$ cat src/rtl/vga_sync_gen.sv
// vga_sync_gen: VGA raster timing generator with zero-skew registered sync/enable outputs.
// Define VGA_SYNC_FRAME_CNT_EN to add the 8-bit frame_count output.
module vga_sync_gen #(
    parameter int H_ACTIVE = 640,
    parameter int H_FP     = 16,
    parameter int H_SYNC   = 96,
    parameter int H_BP     = 48,
    parameter int V_ACTIVE = 480,
    parameter int V_FP     = 10,
    parameter int V_SYNC   = 2,
    parameter int V_BP     = 33
) (
    input  logic       VGA_clk,
    input  logic       rst,
`ifdef VGA_SYNC_FRAME_CNT_EN
    output logic [7:0] frame_count,
`endif
    output logic [9:0] x_count,
    output logic [9:0] y_count,
    output logic       hsync,
    output logic       vsync,
    output logic       display_on,
    output logic       frame_start
);
    localparam int H_TOTAL = H_ACTIVE + H_FP + H_SYNC + H_BP;
    localparam int V_TOTAL = V_ACTIVE + V_FP + V_SYNC + V_BP;
    localparam logic [9:0] H_LAST = 10'(H_TOTAL - 1);
    localparam logic [9:0] V_LAST = 10'(V_TOTAL - 1);
    localparam logic [9:0] H_VIS  = 10'(H_ACTIVE);
    localparam logic [9:0] V_VIS  = 10'(V_ACTIVE);
    localparam logic [9:0] HS_ON  = 10'(H_ACTIVE + H_FP);
    localparam logic [9:0] HS_OFF = 10'(H_ACTIVE + H_FP + H_SYNC);
    localparam logic [9:0] VS_ON  = 10'(V_ACTIVE + V_FP);
    localparam logic [9:0] VS_OFF = 10'(V_ACTIVE + V_FP + V_SYNC);

    if (H_TOTAL > 1024 || V_TOTAL > 1024) begin : g_bad_timing
        $error("vga_sync_gen: H_TOTAL and V_TOTAL must not exceed 1024");
    end

    logic       x_wrap;
    logic       at_origin;
    logic [9:0] x_nxt;
    logic [9:0] y_nxt;

    always_comb begin
        x_wrap    = x_count == H_LAST;
        x_nxt     = x_wrap ? '0 : x_count + 10'd1;
        y_nxt     = !x_wrap ? y_count : (y_count == V_LAST ? '0 : y_count + 10'd1);
        at_origin = x_nxt == '0 && y_nxt == '0;
    end

    // Outputs are decoded from the next counter values so they line up with the counters.
    always_ff @(posedge VGA_clk) begin
        if (rst) begin
            x_count     <= H_LAST;
            y_count     <= V_LAST;
            hsync       <= 1'b1;
            vsync       <= 1'b1;
            display_on  <= 1'b0;
            frame_start <= 1'b0;
        end else begin
            x_count     <= x_nxt;
            y_count     <= y_nxt;
            hsync       <= !(x_nxt >= HS_ON && x_nxt < HS_OFF);
            vsync       <= !(y_nxt >= VS_ON && y_nxt < VS_OFF);
            display_on  <= x_nxt < H_VIS && y_nxt < V_VIS;
            frame_start <= at_origin;
        end
    end

`ifdef VGA_SYNC_FRAME_CNT_EN
    // Reset to all-ones so the first frame after release reads zero.
    always_ff @(posedge VGA_clk) begin
        if (rst)
            frame_count <= 8'hFF;
        else if (at_origin)
            frame_count <= frame_count + 8'd1;
    end
`endif
endmodule

$ cat config.mk
export PLATFORM = sky130hd
export DESIGN_NAME = vga_sync_gen
export DESIGN_NICKNAME = d
export VERILOG_FILES = /design/src/rtl/vga_sync_gen.sv
export SDC_FILE = /design/constraint.sdc
export NUM_CORES = 1
export LEC_CHECK = 0
export ABC_CLOCK_PERIOD_IN_PS = 2600
export BUFFER_PORTS_ARGS = -buffer_cell sky130_fd_sc_hd__buf_4
export CAP_MARGIN = 30
export CORE_MARGIN = 2
export CORE_UTILIZATION = 50
export DETAILED_ROUTE_END_ITERATION = 8
export PLACE_DENSITY_LB_ADDON = 0.2
export SYNTH_ARGS = -nofsm -noshare
export SYNTH_HDL_FRONTEND = slang
export SYNTH_SLANG_ARGS = --single-unit
export TNS_END_PERCENT = 30
$ cat constraint.sdc
create_clock -name VGA_clk -period 2.6 [get_ports VGA_clk]
set_input_delay 0.39 -clock VGA_clk [delete_from_list [all_inputs] [get_ports VGA_clk]]
set_output_delay 0.39 -clock VGA_clk [all_outputs]
set_load 0.01 [all_outputs]
Word-level counts from Yosys, hierarchy flattened --
Index checks and enable logic that the tools add are counted.
Storage, ports and cells: bits in registers 24, bits of input ports 2, output and inout port bits 24, word-level logic and storage cells 27
Cells by class: add/subtract/negate cells 2, magnitude comparators 6, equal/unequal tests 2, mux-type cells 3, reduce and logical (&&, ||, !) cells 8
Operators with widths (number):
- $mux 10 | 3
- $add 10x1->10 const B | 2
- $eq 10x10->1 const B | 2
- $logic_not 10->1 | 2
- $lt 10x10->1 const B | 2
- $lt 10x9->1 const B | 2
- $ge 10x10->1 const B | 1
- $ge 10x9->1 const B | 1
- $logic_and 1x1->1 | 4
- $logic_not 1->1 | 2

Logic depth before layout (Yosys ltp) --
Gate-level depths: netlist of the first run.
depth in word-level cells 6, gate-level depth with buffers 9, gate-level depth less buffers 8

Worst setup path before layout of the first run --
Ideal clock, no wire load.
path kind flip-flop to flip-flop, start point register x_count[0], end point register vsync, library setup time 133 ps, arrival time 2111 ps, data required time 2467 ps, path slack 357 ps, cell stages (with the launch flop) 8, path buffers 0, clock period less this slack 2243 ps, cells stage by stage dfxtp_1 ha_1 nand4_2 nor4_4 nand3_2 xnor2_2 nor4_2 nand4b_1
Between the ends: longest elaborated chain between the ends 5, elaborated cells between the ends (all ways) 6, classes of those cells order compare: 2; eq/ne: 1; mux: 1; reduce/logical: 2
Ends and longest elaborated chain:
- from (decl) | RTL line 18 | output logic [9:0] x_count,
- from (signal assigned) | RTL line 62 | x_count <= x_nxt;
- $eq 10x10->1 * | RTL line 46 | x_wrap = x_count == H_LAST;
- $mux 10 * | RTL line 48 | y_nxt = !x_wrap ? y_count : (y_count == V_LAST ? '0 : y_count + 10'd1);
- $ge 10x9->1 / $lt 10x9->1 (equally long branches) | RTL line 65 | vsync <= !(y_nxt >= VS_ON && y_nxt < VS_OFF);
- $logic_and 1x1->1 * | RTL line 65
- $logic_not 1->1 * | RTL line 65
- to (signal assigned) | RTL line 65
- to (decl) | RTL line 21 | output logic vsync,
Mark *: on every way between the ends. The rest lies on a longest branch, timed or not. A chain may end at the register's enable or synchronous reset.

Worst setup path after layout of the first run --
Ends and elaborated chain as after synthesis.

==> impl_metrics.env, run 1 <==
export IMPL_run_status="finished clean"
export IMPL_vias=1349
export IMPL_fp_row_count=19
export IMPL_fmax_mhz=415.1
export IMPL_cts_resized=0
export IMPL_detailedRoute_firstIterationViolations=63
export IMPL_period_minus_slack_ns=2.409
export IMPL_synth_area_um2=1470
export IMPL_cp_required_ns=2.82
export IMPL_cts_sinks=24
export IMPL_reg2reg_depth=7
export IMPL_routedWlPerCell_um=14.87
export IMPL_wl_mm=3.390
export IMPL_antenna_found_initial=0
export IMPL_reg2reg_slack_ns=0.19
export IMPL_synth_enable_flop_cells=0
export IMPL_numPortBuffers=25
export IMPL_drive_above_1_share_pct=24.37
export IMPL_p_total_uw=1890
export IMPL_grt_pass1_vias=1203
export IMPL_setup_violations=0
export IMPL_die_w_um=58.23
export IMPL_cp_max_fo=6
export IMPL_netlist_instances=174
export IMPL_critPathTopFamily="simple AND/OR/NAND/NOR gates"
export IMPL_hold_path_class="input port to flop"
export IMPL_grt_usage_pct=21.14
export IMPL_finalWorstSetupSlack_ns=0.1911
export IMPL_criticalPathCategory="flop to flop"
export IMPL_max_cap_violations=0
export IMPL_area_delta_synth_final_pct=17.45
export IMPL_cts_hold_buf=0
export IMPL_final_cell_mix="buf_4 (30), dfxtp_1 (24), nor2_1 (19), nand2_1 (13), nand3_1 (9)"
export IMPL_ys_ff_latch=24
export IMPL_cp_start_kind="flop"
export IMPL_critPathCaptureType="flop"
export IMPL_path_depth=7
export IMPL_min_period_over_period_pct=92.65
export IMPL_slowest_stage="nor4_4"
export IMPL_yosys_warnings=0
export IMPL_clock_path_buffers=2
export IMPL_p_leak_uw=0.0006857
export IMPL_synth_area_per_cell_um2=8.449
export IMPL_cp_slowest_stage_delay_ns=0.52
export IMPL_hp_start="rst"
export IMPL_path_cells="ha_1, nand4_2, nor4_4, and4_1, mux2i_1, nor2b_1, nand4b_1"
export IMPL_syn_nets=179
export IMPL_ys_seq_area_share_pct=32.68
export IMPL_core_um2=2781
export IMPL_ioPinCount=26
export IMPL_drv_slew=0
export IMPL_post_cts_buffers=0
export IMPL_grt_setup_unrepaired="false"
export IMPL_path_buf_inv=0
export IMPL_dieArea_um2=3390
export IMPL_peakVddDrop_uv=720.8
export IMPL_r2r_start="x_count[0]"
export IMPL_cts_root_buf="clkbuf_4"
export IMPL_grt_start_max_net_pins=21
export IMPL_hold_ws_ns=0.3668
export IMPL_yosysUniqueCellTypes=49
export IMPL_tritoncts="built"
export IMPL_hpwl_mm=2.514
export IMPL_powerDensity_nw_per_um2=1095
export IMPL_num_antenna_cells=0
export IMPL_skew_ns=0.01445
export IMPL_htree_num_levels=1
export IMPL_gp_congestion=0.9437
export IMPL_die_y_um=58.23
export IMPL_finalHoldViolations=0
export IMPL_drt_pass1_iter_count=4
export IMPL_vias_per_cell=5.917
export IMPL_place_ws_ns=0.2150
export IMPL_crit_start="x_count[0]"
export IMPL_grt_pass1_wl_mm=5.630
export IMPL_initial_utilization_pct=52.86
export IMPL_drc_errors=0
export IMPL_crit_arrival_ns=2.63
export IMPL_fin_tns_setup_ns=0
export IMPL_cts_clk_slew_worst_paths_ns=0.15
export IMPL_timing_slew_headroom_pct=68.18
export IMPL_synth_main_ff_cell="dfxtp_1"
export IMPL_synth_async_reset_ratio_pct=0
export IMPL_crit_path_end="vsync"
export IMPL_layout_nets=203
export IMPL_worstMarginPinSlew_ns=0.4767
export IMPL_clk_latency_ns=0.33
export IMPL_rr_endpoint="vsync"
export IMPL_grt_overflow=0
export IMPL_postRouteAntennaNets=0
export IMPL_cts_buffers=3
export IMPL_final_common_cell="buf_4"
worst min path at each step:
stage / end / slack (ns) / cells past startpoint
CTS: x_count[5] / 0.37 / 2
global route: x_count[5] / 0.36 / 2
finish: x_count[6] / 0.37 / 2
floorplan: x_count[0] / 0.52 / 1
global placement: x_count[0] / 0.50 / 1
detailed placement: x_count[0] / 0.51 / 1
power breakdown:
group / internal [µW] / switching (µW)
combinational: 461 / 526
sequential: 450 / 175
clock: 156 / 122
flip-flops by register name, summed over array words and instances (netlist names):
| name | flops |
|---|---|
| display_on | 1 |
| hsync | 1 |
| y_count | 10 |
| vsync | 1 |
| frame_start | 1 |
| x_count | 10 |
routing by layer:
layer / part of all wire [%] / track usage [%] / vias to the layer above
met1: 51 / 31.77 / 623
met2: 44 / 31.66 / 40
met3: 4.3 / 2.902 / 4
met5: 0 / 0 / -
met4: 1.1 / 5.648 / 0
li1: - / - / 682
area by class of cell:
cell class	count	area [µm²]
clock inverter	1	30.03
fill	246	1055
sequential	24	480.5
timing repair buffer	30	225.2
inverter	6	22.52
clock buffer	3	22.52
tap	31	38.79
multi-input combinational	133	907.1
cell families after synthesis:
family	Yosys count	share of synthesized area (%)
and+or+nand+nor	87	36.26
AOI/OAI and AO/OA	31	15.06
DFF	24	32.68
buffers and inverters	17	5.616
xor gates and xnor gates	10	6.469
adders and majority gates	3	2.553
muxes	2	1.362
worst reg2reg max path: stages (launching register included):
cell	delay (ns)
dfxtp_1	0.43
ha_1	0.27
nand4_2	0.27
nor4_4	0.52
and4_1	0.32
mux2i_1	0.24
nor2b_1	0.16
nand4b_1	0.10
stage by stage:
stage,instance area (µm²),util (%),cells
after floorplan,1470,-,174
after global placement,1674,60.19,224
after detailed placement,1674,60.19,224
after CTS,1727,62.08,228
after global routing,1727,62.08,228
final,1727,62.08,228
cells in the mapped netlist (all sizes together), types with 5 or more instances:
cell / count / share of area [%]
nand2: 14 / 3.7
and3: 5 / 2.1
nand3: 10 / 3.7
xor2: 6 / 3.6
nand4: 5 / 3.0
nor3: 7 / 2.4
nor4: 6 / 5.4
inv: 6 / 1.5
nor2: 19 / 4.9
a21oi: 8 / 2.7
buf: 5 / 2.6
clkbuf: 6 / 1.5
dfxtp: 24 / 33
(Power assumes the default switching activity.)
==> inputs of run 2 (changes only) <==
--- a/config.mk
+++ b/config.mk
@@ -11,7 +11,7 @@
 export CORE_MARGIN = 2
 export CORE_UTILIZATION = 50
 export DETAILED_ROUTE_END_ITERATION = 8
-export PLACE_DENSITY_LB_ADDON = 0.2
+export PLACE_DENSITY = 0.73
 export SYNTH_ARGS = -nofsm -noshare
 export SYNTH_HDL_FRONTEND = slang
 export SYNTH_SLANG_ARGS = --single-unit
==> run 2 against run 1 <==
Hold slack improved by 0.0058 ns; utilization shrank 0.54 points; critical path depth increased by 1; register-to-register slack improved by 0.099 ns; via count grew 3.6%; sequential share of layout area grew 0.24 points; count of clock-buffer cells in the layout grew 1; sequential cell count stayed put; clock power decreased by 27%; largest cell class unchanged; highest routed layer unchanged.
==> impl_metrics.env, run 2 (synthesis results as in run 1) <==
export IMPL_numPortBuffers=25
export IMPL_hold_ws_ns=0.3725
export IMPL_wl_mm=3.501
export IMPL_cts_root_buf="clkbuf_4"
export IMPL_ioPinCount=26
export IMPL_core_um2=2781
export IMPL_grt_start_max_net_pins=21
export IMPL_cts_hold_buf=0
export IMPL_num_antenna_cells=0
export IMPL_fin_tns_setup_ns=0
export IMPL_fmax_mhz=432.9
export IMPL_criticalPathCategory="flop to flop"
export IMPL_slowest_stage="dfxtp_1"
export IMPL_top_regs="x_count (10), y_count (10)"
export IMPL_hold_path_class="input port to flop"
export IMPL_cp_slowest_stage_delay_ns=0.44
export IMPL_dieArea_um2=3390
export IMPL_max_cap_violations=0
export IMPL_crit_arrival_ns=2.51
export IMPL_fp_row_count=19
export IMPL_final_core_util_pct=61.54
export IMPL_drv_slew=0
export IMPL_grt_pass1_wl_mm=5.796
export IMPL_min_period_over_period_pct=88.85
export IMPL_detailedRoute_firstIterationViolations=68
export IMPL_postRouteAntennaNets=0
export IMPL_die_w_um=58.23
export IMPL_vias_per_cell=6.154
export IMPL_critPathTopFamily="simple AND/OR/NAND/NOR gates"
export IMPL_design_area_um2=1712
export IMPL_final_common_cell="buf_4"
export IMPL_grt_pass1_vias=1227
export IMPL_grt_setup_unrepaired="false"
export IMPL_cp_start_kind="flop"
export IMPL_powerDensity_nw_per_um2=1046
export IMPL_area_delta_synth_final_pct=16.43
export IMPL_cts_sinks=24
export IMPL_final_cell_mix="buf_4 (29), dfxtp_1 (24), nor2_1 (19), nand2_1 (13), nand3_1 (9)"
export IMPL_path_buf_inv=1
export IMPL_initial_utilization_pct=52.86
export IMPL_hpwl_mm=2.543
export IMPL_post_cts_buffers=0
export IMPL_tritoncts="built"
export IMPL_cts_resized=0
export IMPL_die_y_um=58.23
export IMPL_p_total_uw=1791
export IMPL_path_cells="ha_1, nand4_4, nor4_4, buf_4, nand3_2, xnor2_2, nor4_2, nand4b_1"
export IMPL_layout_nets=202
export IMPL_clock_path_buffers=2
export IMPL_cts_buffers=3
export IMPL_critPathCaptureType="flop"
export IMPL_fillers=263
export IMPL_run_status="finished clean"
export IMPL_clk_latency_ns=0.32
export IMPL_gp_congestion=0.9392
export IMPL_setup_violations=0
export IMPL_period_minus_slack_ns=2.310
export IMPL_grt_usage_pct=21.90
export IMPL_p_leak_uw=0.0006713
export IMPL_vias=1397
export IMPL_grt_overflow=0
export IMPL_cp_required_ns=2.80
export IMPL_antenna_found_initial=0
export IMPL_peakVddDrop_uv=748.8
export IMPL_skew_ns=0.01055
export IMPL_finalHoldViolations=0
export IMPL_cp_max_fo=10
export IMPL_routedWlPerCell_um=15.42
export IMPL_dpl_instance_area_um2=1667
export IMPL_htree_num_levels=1
export IMPL_drive_above_1_share_pct=23.98
export IMPL_drt_pass1_iter_count=4
export IMPL_worstMarginPinSlew_ns=0.6374
export IMPL_cts_clk_slew_worst_paths_ns=0.14
export IMPL_drc_errors=0
export IMPL_timing_slew_headroom_pct=57.45
## run 2: final timing paths
kind | startpoint | to | slack [ns] | depth (start not counted)
min | rst | y_count[1] | 0.37 | 2
min reg2reg | x_count[0] | x_count[0] | 0.55 | 1
max | x_count[0] | vsync | 0.29 | 8
max reg2reg | x_count[0] | vsync | 0.29 | 8
## run 2: area by class of cell
| type | count | area, µm² | share of cell area [%] |
|---|---|---|---|
| sequential | 24 | 480.5 | 28.07 |
| inverter | 6 | 22.52 | 1.316 |
| multi-input combinational | 133 | 915.9 | 53.51 |
| timing repair buffer | 29 | 217.7 | 12.72 |
| tap | 31 | 38.79 | 2.266 |
| clock buffer | 4 | 36.28 | 2.120 |
## run 2: metal layers
layer  global-route usage [%]  vias up  part of all wire [%]
li1                         -      678                     -
met1                    33.33      670                    49
met2                    32.31       43                    45
met3                    2.902        6                   4.4
met4                    5.980        0                   1.5
met5                        0        -                     0
## run 2: metrics by stage
| stage | std cells | setup slack [ns] |
|---|---|---|
| floorplan | 174 | 0.3565 |
| global placement | 223 | 0.3445 |
| global route | 227 | 0.05894 |
| detailed placement | 223 | 0.2277 |
| CTS | 227 | 0.2069 |
| finish | 227 | 0.2900 |
## run 2: power breakdown
| part | internal [µW] | total [µW] | switching, µW | leakage [µW] |
|---|---|---|---|---|
| clock network | 85.6 | 203 | 117 | 0.0000210 |
| registers | 450 | 655 | 205 | 0.000196 |
| logic | 440 | 933 | 493 | 0.000454 |
==> inputs of run 3 (changes only) <==
--- a/config.mk
+++ b/config.mk
@@ -9,9 +9,10 @@
 export BUFFER_PORTS_ARGS = -buffer_cell sky130_fd_sc_hd__buf_4
 export CAP_MARGIN = 30
 export CORE_MARGIN = 2
-export CORE_UTILIZATION = 50
+export CORE_UTILIZATION = 55
 export DETAILED_ROUTE_END_ITERATION = 8
-export PLACE_DENSITY = 0.73
+export PLACE_DENSITY = 0.79
+export REMOVE_ABC_BUFFERS = 1
 export SYNTH_ARGS = -nofsm -noshare
 export SYNTH_HDL_FRONTEND = slang
 export SYNTH_SLANG_ARGS = --single-unit
==> run 3 against run 2 <==
Sequential power decreased by 3%; count of clock-buffer cells in the layout is the same; fmax decreased by 2.1%; routed wire length is 4.8% lower; critical path depth fell by 2; first-iteration DRC count decreased by 26%; non-clock buffer count is the same; die area shrank 8.5%; hold slack better by 0.010 ns; critical path type unchanged; largest cell class unchanged; largest power group unchanged; highest routed layer unchanged.
==> impl_metrics.env, run 3 (synthesis results as in run 1) <==
export IMPL_p_leak_uw=0.0006748
export IMPL_drt_pass1_iter_count=5
export IMPL_sw_frac_of_total_pct=45.54
export IMPL_cts_sinks=24
export IMPL_grt_overflow=0
export IMPL_cp_max_fo=10
export IMPL_min_period_over_period_pct=90.79
export IMPL_clock_path_buffers=2
export IMPL_final_common_cell="buf_4"
export IMPL_cp_required_ns=2.85
export IMPL_grt_usage_pct=22.18
export IMPL_numPortBuffers=25
export IMPL_p_switching_uw=811.6
export IMPL_hpwl_mm=2.517
export IMPL_r2r_start="x_count[6]"
export IMPL_htree_num_levels=1
export IMPL_cts_hold_buf=0
export IMPL_max_cap_violations=0
export IMPL_detailedRoute_firstIterationViolations=50
export IMPL_powerDensity_nw_per_um2=1047
export IMPL_final_cell_mix="buf_4 (29), dfxtp_1 (24), nor2_1 (19), nand2_1 (13), nand3_1 (9)"
export IMPL_final_core_util_pct=68.07
export IMPL_peakVddDrop_uv=906.8
export IMPL_gp_congestion=0.9533
export IMPL_p_total_uw=1782
export IMPL_fp_row_count=18
export IMPL_cts_root_buf="clkbuf_4"
export IMPL_hold_path_class="input port to flop"
export IMPL_setup_violations=0
export IMPL_fillers=221
export IMPL_wl_mm=3.334
export IMPL_drv_slew=0
export IMPL_cts_clk_slew_worst_paths_ns=0.14
export IMPL_run_status="finished clean"
export IMPL_vias=1377
export IMPL_criticalPathCategory="flop to flop"
export IMPL_ioPinCount=26
export IMPL_grt_start_max_net_pins=21
export IMPL_fin_tns_setup_ns=0
export IMPL_core_um2=2500
export IMPL_die_y_um=55.70
export IMPL_clk_latency_ns=0.32
export IMPL_period_minus_slack_ns=2.360
export IMPL_die_w_um=55.70
export IMPL_hp_start="rst"
export IMPL_num_antenna_cells=0
export IMPL_crit_start="x_count[6]"
export IMPL_post_cts_buffers=0
export IMPL_pwr_share_clk_pct=11.3
export IMPL_tritoncts="built"
export IMPL_grt_setup_unrepaired="false"
export IMPL_slowest_stage="nor4_4"
export IMPL_worstMarginPinSlew_ns=0.6586
export IMPL_fmax_mhz=423.6
export IMPL_reg2reg_depth=6
export IMPL_dieArea_um2=3102
export IMPL_grt_pass1_wl_mm=5.561
export IMPL_initial_utilization_pct=58.81
export IMPL_cts_buffers=3
export IMPL_grt_pass1_vias=1167
export IMPL_cp_slowest_stage_delay_ns=0.59
export IMPL_routedWlPerCell_um=14.75
export IMPL_seqPwrFrac_pct=35.8
export IMPL_area_delta_synth_final_pct=15.74
export IMPL_whs_path_depth=2
export IMPL_crit_arrival_ns=2.61
export IMPL_critPathCaptureType="flop"
export IMPL_layout_nets=202
export IMPL_finalHoldViolations=0
export IMPL_skew_ns=0.008634
export IMPL_power_internal_uw=970.7
export IMPL_vias_per_cell=6.093
export IMPL_top_regs="x_count (10), y_count (10)"
export IMPL_cp_start_kind="flop"
export IMPL_drc_errors=0
export IMPL_power_frac_comb_pct=52.8
export IMPL_drive_above_1_share_pct=23.98
export IMPL_postRouteAntennaNets=0
export IMPL_antenna_found_initial=0
export IMPL_cts_resized=0
export IMPL_timing_slew_headroom_pct=56.04
export IMPL_path_cells="or2_1, nor4_4, nand2_1, xor2_1, nand4bb_1, nor4_2"
## run 3: per-layer routing
metal	routed length (µm)	global-route usage [%]	vias to the layer above
met5	0	0	-
met3	226	3.488	7
li1	-	-	673
met1	1616	34.24	635
met2	1454	32.14	62
met4	36	4.878	0
## run 3: path summary, 6_finish.rpt
| kind | end | slack (ns) |
|---|---|---|
| max | frame_start | 0.24 |
| min | y_count[5] | 0.38 |
| max reg2reg | frame_start | 0.24 |
| min reg2reg | x_count[0] | 0.53 |
## run 3: final cells by class
class	count	area, µm²	share of cell area [%]
Inverter	6	22.52	1.324
Sequential cell	24	480.5	28.24
Timing Repair Buffer	29	217.7	12.79
Multi-Input combinational cell	133	907.1	53.31
Clock buffer	4	36.28	2.132
Tap cell	30	37.54	2.206
## run 3: stage by stage
step / instance area (µm²) / instances / setup WS [ns] / hold slack (ns)
final: 1702 / 226 / 0.2395 / 0.3826
after detailed placement: 1665 / 222 / 0.1752 / 0.5119
after global routing: 1702 / 226 / 0.04548 / 0.3785
after global placement: 1665 / 222 / 0.3267 / 0.5049
after CTS: 1702 / 226 / 0.1297 / 0.3808
after floorplan: 1410 / 163 / 0.3495 / 0.4624
## run 3: power groups by stage
stage	clock, µW	combinational [µW]	sequential, µW
CTS	207	933	636
floorplan	0	600	650
detailed placement	0	929	645
global route	218	1030	662
global placement	0	922	635
finish	202	942	638
## run 3: critical path: cells and delay by family, from the launching register on
kind,cells,cell delay (ns)
XOR/XNOR,1,0.32
flip-flops,1,0.42
AND/OR/NAND/NOR,5,1.55
